File: config.mk
export PLATFORM = sky130hd
export DESIGN_NAME = hazard_scoreboard
export DESIGN_NICKNAME = d
export VERILOG_FILES = /design/src/rtl/hazard_scoreboard_pkg.sv /design/src/rtl/hazard_scoreboard_sb_counter.sv /design/src/rtl/hazard_scoreboard.sv
export SDC_FILE = /design/constraint.sdc
export NUM_CORES = 1
export LEC_CHECK = 0
export CAP_MARGIN = 15
export CORE_MARGIN = 2
export CORE_UTILIZATION = 43
export DETAILED_ROUTE_END_ITERATION = 16
export DONT_BUFFER_PORTS = 1
export SYNTH_ARGS = -nofsm -noshare
export SYNTH_HDL_FRONTEND = slang
export SYNTH_SLANG_ARGS = --single-unit
File: constraint.sdc
create_clock -name clk -period 3.1 [get_ports clk]
set_clock_uncertainty 0.05 [all_clocks]
set_input_delay 0.465 -clock clk [delete_from_list [all_inputs] [get_ports clk]]
set_output_delay 0.465 -clock clk [all_outputs]
set_load 0.01 [all_outputs]
File: src/rtl/hazard_scoreboard_pkg.sv
// Shared pipeline constants for decode-side hazard tracking.
// Holds the register index/count widths and the always-execute condition code.
package hazard_scoreboard_pkg;

    localparam int NUM_REGS  = 16;
    localparam int REG_IDX_W = 4;
    localparam int SB_CNT_W  = 2;

    localparam logic [3:0] COND_AL = 4'b1110;

    function automatic logic [NUM_REGS-1:0] reg_onehot(input logic [REG_IDX_W-1:0] idx);
        logic [NUM_REGS-1:0] v;
        v      = '0;
        v[idx] = 1'b1;
        return v;
    endfunction

endpackage

File: src/rtl/hazard_scoreboard_sb_counter.sv
// Per-register saturating pending-write counter.
// Latency: count updates on the next rising edge; ovf/unf flag the offending cycle.
// Backpressure: none; an increment at max or decrement at zero is dropped and reported.
module sb_counter
    import hazard_scoreboard_pkg::*;
(
    input  logic clk,
    input  logic rst,
    input  logic inc,
    input  logic dec,
    output logic nonzero,
    output logic one,
    output logic ovf,
    output logic unf
);

    localparam logic [SB_CNT_W-1:0] CNT_MAX = {SB_CNT_W{1'b1}};
    localparam logic [SB_CNT_W-1:0] CNT_ONE = SB_CNT_W'(1);

    logic [SB_CNT_W-1:0] cnt_q;
    logic [SB_CNT_W-1:0] cnt_d;

    always_comb begin
        cnt_d = cnt_q;
        ovf   = 1'b0;
        unf   = 1'b0;
        // Simultaneous inc and dec cancel, so neither limit can be violated.
        if (inc && !dec) begin
            if (cnt_q == CNT_MAX) ovf   = 1'b1;
            else                  cnt_d = cnt_q + CNT_ONE;
        end else if (dec && !inc) begin
            if (cnt_q == '0) unf   = 1'b1;
            else             cnt_d = cnt_q - CNT_ONE;
        end
    end

    always_ff @(posedge clk or negedge rst) begin
        if (!rst) cnt_q <= '0;
        else      cnt_q <= cnt_d;
    end

    assign nonzero = (cnt_q != '0);
    assign one     = (cnt_q == CNT_ONE);

endmodule

File: src/rtl/hazard_scoreboard.sv
// Decode-side RAW and flag hazard scoreboard between ID and the ID/EX register.
// Latency: hazard/issue are combinational; pending state updates on the next edge.
// Backpressure: hazard stalls IF/ID and bubbles ID/EX; ID holds id_* stable meanwhile.
module hazard_scoreboard
    import hazard_scoreboard_pkg::*;
#(
    parameter bit FORWARD_EN = 1'b0,
    parameter bit WB_BYPASS  = 1'b1
) (
    input  logic                 clk,
    input  logic                 rst,
    input  logic                 id_valid,
    input  logic [REG_IDX_W-1:0] id_src1,
    input  logic [REG_IDX_W-1:0] id_src2,
    input  logic                 id_src1_en,
    input  logic                 id_src2_en,
    input  logic                 id_wb_en,
    input  logic [REG_IDX_W-1:0] id_dest,
    input  logic                 id_s,
    input  logic                 id_cond_use,
    input  logic                 flush,
    input  logic                 exe_wb_en,
    input  logic                 exe_mem_r_en,
    input  logic [REG_IDX_W-1:0] exe_dest,
    input  logic                 wb_retire,
    input  logic [REG_IDX_W-1:0] wb_dest,
    input  logic                 sr_update,
    output logic                 hazard,
    output logic                 issue,
    output logic [NUM_REGS-1:0]  busy,
    output logic                 sr_pending,
    output logic                 err
);

    logic [NUM_REGS-1:0] cnt_nz;
    logic [NUM_REGS-1:0] cnt_one;
    logic [NUM_REGS-1:0] cnt_ovf;
    logic [NUM_REGS-1:0] cnt_unf;
    logic [NUM_REGS-1:0] inc_vec;
    logic [NUM_REGS-1:0] dec_vec;

    logic src1_hit;
    logic src2_hit;
    logic flag_hit;

    logic sr_pending_q, sr_pending_d;
    logic err_q, err_d;

    always_comb begin
        src1_hit = 1'b0;
        src2_hit = 1'b0;
        if (FORWARD_EN) begin
            // Only a load still in EXE cannot be forwarded in time.
            src1_hit = id_src1_en & exe_mem_r_en & exe_wb_en & (exe_dest == id_src1);
            src2_hit = id_src2_en & exe_mem_r_en & exe_wb_en & (exe_dest == id_src2);
        end else begin
            src1_hit = id_src1_en & cnt_nz[id_src1]
                     & ~(WB_BYPASS & wb_retire & (wb_dest == id_src1) & cnt_one[id_src1]);
            src2_hit = id_src2_en & cnt_nz[id_src2]
                     & ~(WB_BYPASS & wb_retire & (wb_dest == id_src2) & cnt_one[id_src2]);
        end
        flag_hit = id_cond_use & sr_pending_q & ~sr_update;
    end

    assign hazard = id_valid & ~flush & (src1_hit | src2_hit | flag_hit);
    assign issue  = id_valid & ~hazard & ~flush;

    assign inc_vec = (issue && id_wb_en) ? reg_onehot(id_dest) : '0;
    assign dec_vec = wb_retire ? reg_onehot(wb_dest) : '0;

    for (genvar r = 0; r < NUM_REGS; r++) begin : g_cnt
        sb_counter u_cnt (
            .clk     (clk),
            .rst     (rst),
            .inc     (inc_vec[r]),
            .dec     (dec_vec[r]),
            .nonzero (cnt_nz[r]),
            .one     (cnt_one[r]),
            .ovf     (cnt_ovf[r]),
            .unf     (cnt_unf[r])
        );
    end

    always_comb begin
        sr_pending_d = sr_pending_q;
        // A newly issued S instruction outranks the retiring flag write.
        if (issue && id_s)   sr_pending_d = 1'b1;
        else if (sr_update)  sr_pending_d = 1'b0;
        err_d = err_q | (|cnt_ovf) | (|cnt_unf);
    end

    always_ff @(posedge clk or negedge rst) begin
        if (!rst) begin
            sr_pending_q <= 1'b0;
            err_q        <= 1'b0;
        end else begin
            sr_pending_q <= sr_pending_d;
            err_q        <= err_d;
        end
    end

    assign busy       = cnt_nz;
    assign sr_pending = sr_pending_q;
    assign err        = err_q;

endmodule

==> impl_metrics.yaml, run 1 <==
run_status:
  status: "finished, violations left"
  failed_checks: "negative setup slack"
grt:
  grt_max_degree: 35
  use_met2_pct: 41.1
  grt_pass1_vias: 4172
  grt_usage_pct: 25.3
  met1_usage_pct: 32.9
  grt_first_pass_wirelength_mm: 21.7
  antenna_found_initial: 0
  overflow: 0
  busiest_layer: "met2"
  gr-usage-met3_pct: 6.86
min_path:
  min_path_type: "in -> reg"
yosys:
  syn_area_per_cell_sq_um: 8.60
  synthTopCellsByArea: "dfrtp_1 20%, ha_1 14%, mux4_2 5.8%, mux2i_1 4.7%, inv_1 4.6%"
  synthCells: 495
  synth-seq-area-share_pct: 20.0
  synth-seq-cells: 34
  synth_top_cell_area_share_pct: 20.0
  yosys.area.top_type: "dfrtp_1"
  syn_area_sq_mm: 0.00426
  synth_nets: 576
  ys_types: 70
  async_flop_share_pct: 100
  ys_warn_count: 0
  synthFlopType: "dfrtp_1"
  synth_edf_count: 0
timing:
  period_minus_slack_ps: 3100
  fin_ws_ps: -2.96
  fmax_mhz: 322
  setup_viol: 1
  rsz0062_at_grt: "true"
  finalMaxSlewViolations: 0
  slew_headroom_pct: 54.5
  timing.final.crit_share_pct: 100
  hold_violations: 0
  setup_tns_ps: -2.96
  tightest_slew_ps: 675
worst_setup_path:
  path_class: "reg -> reg"
  path_common_cell: "buf_4"
  crit_path_start_kind: "register"
  slowest_stage: "mux4_2"
  crit_arrival_ps: 3220
  crit_path_max_incr_delay_ps: 470
  worstSetupEndpointType: "register"
  critical_path.max_fanout: 3
  crit_required_ps: 3220
  crit_chain: "buf_4 > ha_1 > mux4_2 > o2111a_1 > buf_4 > o311ai_1 > or2_4 > o2111ai_4 > nor4_4 > nand3_1"
routing:
  wl_per_cell_microns: 19.9
  drt-initial-drc-count: 435
  via_per_inst: 6.08
  drt-total-wl_mm: 13.8
  route.vias.total: 4216
  drcViolationCount: 0
  antenna_left: 0
  first_pass_iters: 5
placed_design:
  pre_cts_slack_ps: -112
  routabilityCongestion: 0.981
  dp.cells: 669
  portBuffers: 0
  hpwl_mm: 10.4
pwr:
  power_uw: 3730
  leakage_uw: 0.00225
  ir_worst_vdd_v: 0.000334
  cellPowerDensity_mw_per_mm2: 704
die:
  die_area_sq_mm: 0.0107
  io-pin-count: 53
  num_rows: 36
  die_y_microns: 104
  coreArea_sq_mm: 0.00968
  die_w_microns: 104
  initial_core_util_pct: 44.0
cells_and_area:
  final_util_pct: 54.7
  mostFrequentLayoutCells: "90 x buf_4, 41 x inv_1, 41 x nor2_1"
  final_cells: 693
  fin_nets: 642
  diodes: 0
  mostFrequentLayoutCell: "buf_4"
  drive_above_1_share_pct: 30.4
  area_delta_synth_final_pct: 24.4
  n_fill_cell: 899
clock_network:
  htree_num_levels: 2
  worstSkewPairLatency_ps: 300
  path_clk_slew_ps: 80
  root_buffer: "clkbuf_8"
  clock_sinks: 34
  cts_tree: "built"
  clockBufferDepth: 2
  numCtsBuffers: 5
flow_run:
  maxCapViolCount: 0
worst max-delay path, delay by kind of cell (launching register included):
kind	cells	cell delay, ps
adder cells (fa/ha/maj)	1	200
buffers and inverters	2	300
AO/OA/AOI/OAI	3	910
AND/OR/NAND/NOR	3	650
multiplexers	1	470
flip-flops	1	420
cells by family after synthesis:
group                      count (synthesis)  share of synthesized area [%]
muxes                                     36                           12.5
AOI/OAI and AO/OA                         99                           17.0
and+or+nand+nor                          165                           21.2
adders and majority gates                 48                           14.1
buffers and inverters                     89                           10.2
DFF                                       34                           20.0
xor gates and xnor gates                  24                           4.94
per-stage QoR:
step	cell area, sq um	hold slack [ps]
3_3_place_gp	4780	121
4_1_cts	5100	247
2_1_floorplan	4260	119
3_5_place_dp	4780	121
6_report	5300	248
5_1_grt	5300	246
power by group:
part	switching, uW	internal [uW]
combinational	1340	1320
clock	183	172
sequential	105	613
path summary, 6_finish.rpt:
path / from / endpoint / slack (ps) / cells past startpoint
max: g_cnt[6].u_cnt.cnt_q[0]$_DFFE_PN0P_ / err$_DFF_PN0_ / -3 / 10
min: id_s / sr_pending$_DFFE_PN0P_ / 250 / 1
max reg2reg: g_cnt[6].u_cnt.cnt_q[0]$_DFFE_PN0P_ / err$_DFF_PN0_ / -3 / 10
min reg2reg: g_cnt[7].u_cnt.cnt_q[1]$_DFFE_PN0P_ / g_cnt[7].u_cnt.cnt_q[1]$_DFFE_PN0P_ / 500 / 2
max in group asynchronous: rst / g_cnt[1].u_cnt.cnt_q[0]$_DFFE_PN0P_ / 2220 / 2
min in group asynchronous: rst / g_cnt[10].u_cnt.cnt_q[0]$_DFFE_PN0P_ / 570 / 2
Yosys cell counts (3+ instances only):
cell type / number
o32ai_1: 6
a22oi_1: 4
mux2_2: 3
o21a_1: 5
nor3_1: 14
o22ai_1: 4
buf_2: 5
inv_1: 52
a21oi_1: 10
or3_1: 4
dfrtp_1: 34
o31ai_1: 3
o311ai_0: 4
and3b_1: 4
nand3b_1: 5
nor4_1: 7
nor2b_1: 6
nand4_1: 5
buf_6: 3
nor2_1: 43
a31oi_1: 6
mux2i_1: 20
ha_1: 48
o2111ai_1: 3
a311o_1: 3
o221ai_1: 4
nand3_1: 9
nor3b_1: 5
clkbuf_1: 11
o21ai_0: 18
o211ai_1: 10
xnor2_1: 20
and3_1: 5
nand2_1: 32
xor2_1: 4
nand2b_1: 4
and2_1: 3
buf_4: 16
nor4b_1: 4
mux4_2: 11
state kept, by name, indices dropped and copies added (netlist names):
signal and flops:
g_cnt.u_cnt.cnt_q 32, sr_pending 1, err 1
layout make-up:
cell class / instances / area (sq um) / share of cell area [%]
multi-input cells: 372 / 3230 / 61.1
flip-flops and latches: 34 / 851 / 16.1
repair buffers: 96 / 768 / 14.5
inverters: 52 / 195 / 3.68
well taps: 133 / 166 / 3.14
clock buffers: 6 / 82.6 / 1.56
repair_timing:
action / in CTS / in global routing
resized for setup: 24 / 40
pin swaps: 6 / 15
hold buffers: 2 / 0
setup buffers: 10 / 7
endpoints found under the hold margin: 34 / 0
setup endpoints to repair: 8 / 29
routing by layer:
| layer | part of all wire (%) | wire (microns) |
|---|---|---|
| met5 | 0 | 0 |
| met4 | 3.1 | 431 |
| met3 | 9.0 | 1240 |
| met2 | 46 | 6370 |
| met1 | 42 | 5760 |
(Power assumes the default switching activity.)
==> inputs of run 2 (changes only) <==
--- a/config.mk
+++ b/config.mk
@@ -5,6 +5,7 @@
 export SDC_FILE = /design/constraint.sdc
 export NUM_CORES = 1
 export LEC_CHECK = 0
+export ABC_AREA = 1
 export CAP_MARGIN = 15
 export CORE_MARGIN = 2
 export CORE_UTILIZATION = 43
==> impl_metrics.yaml, run 2 <==
timing:
  rsz0062_at_grt: "false"
  finalMaxSlewViolations: 0
  slew_headroom_pct: 72.1
  hold_violations: 0
  fmax_mhz: 373
  fin_ws_ps: 421
  setup_tns_ps: 0
  setup_viol: 0
  fin_hold_ws_ps: 209
  tightest_slew_ps: 418
  period_minus_slack_ps: 2680
  timing.final.crit_share_pct: 86.4
yosys:
  synth-seq-area-share_pct: 20.3
  synth_top_cell_area_share_pct: 20.3
  synth_edf_count: 0
  synthTopCellsByArea: "dfrtp_1 20%, ha_1 14%, nand2_1 12%, nand3_1 10%, inv_1 8.4%"
  synthCells: 610
  yosys-top-cells-count: "129 x nand2_1, 94 x inv_1, 87 x nand3_1"
  synth-seq-cells: 34
  ys_warn_count: 0
  yosys.area.top_type: "dfrtp_1"
  synth_most_common_cell: "nand2_1"
  syn_area_sq_mm: 0.00419
  synthFlopType: "dfrtp_1"
  async_flop_share_pct: 100
  syn_area_per_cell_sq_um: 6.87
  synth_nets: 691
  ys_types: 37
worst_setup_path:
  crit_path_start_kind: "register"
  r2r_cells: 17
  crit_arrival_ps: 2810
  path_class: "reg -> reg"
  r2r-start: "g_cnt[4].u_cnt.cnt_q[0]$_DFFE_PN0P_"
  crit_chain: "inv_1 > ha_1 > nand2_1 > nand3_1 > nand3_1 > a21oi_1 > nor2_1 > nand2_2 > nand2_2 > nor2_8 > nand4_1 > nand3_1 > nand2_1 > nor2_1 > nand2_1 > nor2_1 > nand3_1"
  crit_path_max_incr_delay_ps: 430
  crit_required_ps: 3230
  cp-startpoint: "g_cnt[4].u_cnt.cnt_q[0]$_DFFE_PN0P_"
  path_common_cell: "nand3_1"
  critical-path-top-delay-family: "simple AND/OR/NAND/NOR gates"
  reg2reg_to: "err$_DFF_PN0_"
  path_buf_inv: 1
  critical_path.max_fanout: 5
  slowest_stage: "dfrtp_1"
  rrSetupSlack_ps: 420
  worstSetupPathDepth: 17
  worstSetupEndpointType: "register"
routing:
  drcViolationCount: 0
  first_pass_iters: 5
  drt-initial-drc-count: 253
  drt-total-wl_mm: 11.9
  via_per_inst: 5.23
  antenna_left: 0
  route.vias.total: 3818
  wl_per_cell_microns: 16.4
clock_network:
  clock_sinks: 34
  numCtsBuffers: 5
  clockBufferDepth: 2
  htree_num_levels: 2
  cts_tree: "built"
  worstSkewPairLatency_ps: 300
  path_clk_slew_ps: 90
  root_buffer: "clkbuf_8"
  cts_resized: 0
placed_design:
  placed_cell_area_sq_mm: 0.00415
  hpwl_mm: 9.32
  portBuffers: 0
  routabilityCongestion: 0.962
  pre_cts_slack_ps: 349
die:
  initial_core_util_pct: 43.5
  die_y_microns: 103
  die_w_microns: 103
  coreArea_sq_mm: 0.00964
  die_area_sq_mm: 0.0106
  io-pin-count: 53
  num_rows: 36
cells_and_area:
  largest_reg_flops: 32
  fin_nets: 677
  fin_area_sq_mm: 0.00432
  mostFrequentLayoutCell: "nand2_1"
  largest_register: "g_cnt.u_cnt.cnt_q"
  n_fill_cell: 1041
  diodes: 0
  mostFrequentLayoutCells: "129 x nand2_1, 94 x inv_1, 87 x nand3_1"
  area_delta_synth_final_pct: 3.04
  drive_above_1_share_pct: 8.54
grt:
  grt_usage_pct: 23.6
  grt_first_pass_wirelength_mm: 19.1
  grt_max_degree: 35
  overflow: 0
  antenna_found_initial: 0
  grt_pass1_vias: 3646
pwr:
  ir_worst_vdd_v: 0.000338
  cellPowerDensity_mw_per_mm2: 682
  leakage_uw: 0.00211
run_status:
  status: "completed"
min_path:
  hold_end: "sr_pending$_DFFE_PN0P_"
  hold_depth: 1
  holdCritStartpoint: "sr_update"
  min_path_type: "in -> reg"
flow_run:
  maxCapViolCount: 0
==> run 2: cell count changes after synthesis, sizes merged, moves of 19 or more <==
cell / change
nand2: +101
nor2: +25
mux2i: -20
xor2: +19
nand3: +87
inv: +46
==> run 2: cell type report <==
type	instances	area (sq um)	share of cell area, %
clock inverters	2	37.5	0.869
multi-input cells	449	2740	63.3
flip-flops and latches	34	851	19.7
repair buffers	6	72.6	1.68
clock buffers	6	72.6	1.68
inverters	100	384	8.89
well taps	133	166	3.85
==> run 2: worst max-delay path by stage <==
stage	end	slack [ps]
after detailed placement	g_cnt[0].u_cnt.cnt_q[0]$_DFFE_PN0P_	350
after floorplan	err$_DFF_PN0_	900
after global placement	err$_DFF_PN0_	400
final	err$_DFF_PN0_	420
after global routing	g_cnt[3].u_cnt.cnt_q[0]$_DFFE_PN0P_	150
after CTS	g_cnt[0].u_cnt.cnt_q[0]$_DFFE_PN0P_	310
==> run 2: worst register-to-register path: cells and delay by family, from the launching register on <==
| kind | cells | cell delay (ps) |
|---|---|---|
| and+or+nand+nor | 14 | 1530 |
| adders and majority gates | 1 | 250 |
| AOI/OAI and AO/OA | 1 | 200 |
| buffers and inverters | 1 | 80 |
| DFF | 1 | 430 |
==> run 2: through the flow <==
step | power (uW) | utilization (%) | instances
finish | 2950 | 44.8 | 730
global route | 3230 | 44.8 | 730
CTS | 2970 | 44.5 | 728
detailed placement | 2510 | 43.1 | 718
global placement | 2440 | 43.1 | 718
floorplan | 2280 | - | 610
==> run 2: cell families after synthesis <==
logic type	Yosys count	synth area share, %
adder cells (fa/ha/maj)	48	14.3
AO/OA/AOI/OAI	42	7.01
flip-flops	34	20.3
AND/OR/NAND/NOR	327	37.2
buffers and inverters	127	14.4
XOR/XNOR	32	6.68
==> run 2: what timing repair did <==
action	in CTS	in global routing
hold buffers	2	0
buffers inserted	0	2
setup endpoints to repair	0	1
endpoints found under the hold margin	34	0
==> run 2: report_power, final <==
part	leakage, uW	total [uW]	switching (uW)	internal [uW]
clock	0.0000514	434	194	240
combinational	0.00166	1660	1020	640
sequential	0.000405	850	195	655
total	0.00211	2950	1410	1540
==> run 2: routing by layer <==
metal  vias up  track usage [%]  share of wire, %
li1       1899                -                 -
met1      1754             31.3                43
met2       151             38.1                45
met3        14             6.51                10
met4         0             6.17               1.4
met5         -                0                 0
==> inputs of run 3 (changes only) <==
--- a/config.mk
+++ b/config.mk
@@ -8,7 +8,7 @@
 export ABC_AREA = 1
 export CAP_MARGIN = 15
 export CORE_MARGIN = 2
-export CORE_UTILIZATION = 43
+export CORE_UTILIZATION = 50
 export DETAILED_ROUTE_END_ITERATION = 16
 export DONT_BUFFER_PORTS = 1
 export SYNTH_ARGS = -nofsm -noshare
==> impl_metrics.yaml, run 3 (synthesized netlist as in run 2, its figures left out) <==
clock_network:
  clock_sinks: 34
  cts_tree: "built"
  path_clk_slew_ps: 80
  worstSkewPairLatency_ps: 300
  htree_num_levels: 2
  numCtsBuffers: 5
  root_buffer: "clkbuf_8"
  clockBufferDepth: 2
  cts_resized: 0
timing:
  setup_tns_ps: 0
  tightest_slew_ps: 456
  finalMaxSlewViolations: 0
  fmax_mhz: 360
  timing.final.crit_share_pct: 89.7
  period_minus_slack_ps: 2780
  slew_headroom_pct: 69.6
  hold_violations: 0
  rsz0062_at_grt: "false"
  setup_viol: 0
routing:
  drt-total-wl_mm: 11.7
  first_pass_iters: 5
  antenna_left: 0
  wl_per_cell_microns: 16.7
  drt-initial-drc-count: 347
  drcViolationCount: 0
  via_per_inst: 5.45
  route.vias.total: 3815
die:
  num_rows: 33
  coreArea_sq_mm: 0.00818
  die_area_sq_mm: 0.00913
  io-pin-count: 53
  initial_core_util_pct: 51.3
  die_y_microns: 95.6
  die_w_microns: 95.6
worst_setup_path:
  crit_required_ps: 3230
  crit_arrival_ps: 2910
  crit_path_max_incr_delay_ps: 430
  crit_chain: "inv_1 > ha_1 > nand2_1 > nand3_1 > nand3_1 > a21oi_1 > nor2_1 > nand2_2 > nand2_2 > nor2_8 > nand4_1 > nand3_1 > nand2_1 > nor2_1 > nand2_1 > nor2_1 > nand3_1"
  path_class: "reg -> reg"
  path_buf_inv: 1
  critical-path-top-delay-family: "simple AND/OR/NAND/NOR gates"
  crit_path_start_kind: "register"
  worstSetupEndpointType: "register"
  slowest_stage: "dfrtp_1"
  critical_path.max_fanout: 5
  path_common_cell: "nand3_1"
pwr:
  p_sw_share_pct: 48.8
  ir_worst_vdd_v: 0.000297
  cellPowerDensity_mw_per_mm2: 676
  power.share.clock_pct: 13.0
  leakage_uw: 0.00210
  p_int_uw: 1470
  p_sw_uw: 1400
  p_comb_share_pct: 57.3
  p_seq_share_pct: 29.7
cells_and_area:
  largest_register: "g_cnt.u_cnt.cnt_q"
  drive_above_1_share_pct: 8.40
  fin_area_sq_mm: 0.00424
  fin_nets: 675
  multi_input_area_sq_mm: 0.00274
  mostFrequentLayoutCell: "nand2_1"
  diodes: 0
  mostFrequentLayoutCells: "129 x nand2_1, 94 x inv_1, 87 x nand3_1"
  seq_area_sq_um: 851
  largest_reg_flops: 32
  n_fill_cell: 817
  area_delta_synth_final_pct: 1.19
flow_run:
  maxCapViolCount: 0
placed_design:
  routabilityCongestion: 0.950
  hpwl_mm: 9.04
  placed_cell_area_sq_mm: 0.00412
  portBuffers: 0
grt:
  grt_max_degree: 35
  antenna_found_initial: 0
  grt_pass1_vias: 3551
  overflow: 0
  grt_first_pass_wirelength_mm: 18.3
  grt_usage_pct: 26.5
min_path:
  min_path_type: "in -> reg"
run_status:
  status: "completed"
==> run 3: cell types whose count changed in the layout (fill, tap and decap cells not counted), sizes merged <==
cell / previous run / this run
bufinv: 1 / 0
clkinv: 2 / 3
buf: 5 / 3
==> run 3: power by group through the flow <==
stage                     clock [uW]  sequential [uW]  combinational (uW)
after global routing             405              892                1860
after floorplan                    0              818                1460
final                            372              851                1640
after CTS                        379              854                1650
after global placement             0              850                1580
after detailed placement           0              863                1620
==> run 3: worst register-to-register path, delay by kind of cell (launching register included) <==
family | cells | cell delay [ps]
AND/OR/NAND/NOR | 14 | 1680
AO/OA/AOI/OAI | 1 | 170
buffers and inverters | 1 | 80
adder cells (fa/ha/maj) | 1 | 260
flip-flops | 1 | 430
==> run 3: through the flow <==
stage	power (uW)	worst slack [ps]	util, %	hold WS, ps	cells
finish	2870	320	51.9	211	700
global route	3150	130	51.9	214	700
CTS	2880	411	51.9	219	700
detailed placement	2480	425	50.4	120	690
global placement	2430	481	50.4	120	690
floorplan	2280	896	-	119	610
==> run 3: cell type report <==
| class | instances | area share [%] |
|---|---|---|
| clock inverters | 2 | 0.295 |
| clock buffers | 6 | 1.95 |
| multi-input cells | 449 | 64.5 |
| well taps | 105 | 3.10 |
| repair buffers | 4 | 1.06 |
| inverters | 100 | 9.05 |
| flip-flops and latches | 34 | 20.1 |
==> run 3: final timing paths <==
path                       slack [ps]  depth (start not counted)                                 from                             endpoint
max in group asynchronous        2240                          2                                  rst  g_cnt[3].u_cnt.cnt_q[1]$_DFFE_PN0P_
min in group asynchronous         570                          2                                  rst               sr_pending$_DFFE_PN0P_
setup / recovery                  320                         17  g_cnt[4].u_cnt.cnt_q[0]$_DFFE_PN0P_                        err$_DFF_PN0_
hold / removal                    210                          1                            sr_update               sr_pending$_DFFE_PN0P_
setup reg to reg                  320                         17  g_cnt[4].u_cnt.cnt_q[0]$_DFFE_PN0P_                        err$_DFF_PN0_
hold reg to reg                   480                          1  g_cnt[2].u_cnt.cnt_q[0]$_DFFE_PN0P_  g_cnt[2].u_cnt.cnt_q[0]$_DFFE_PN0P_
==> run 3: routing by layer <==
layer	track usage (%)	part of all wire [%]	routed length, microns
met1	35.7	44	5080
met2	42.0	44	5190
met3	6.96	10	1170
met4	6.90	2.0	233
met5	0	0	0
==> run 3: what timing repair did <==
action / 4_1_cts / 5_1_grt
hold buffers: 2 / 0
buffers inserted: 0 / 0
hold endpoints to repair: 34 / 0
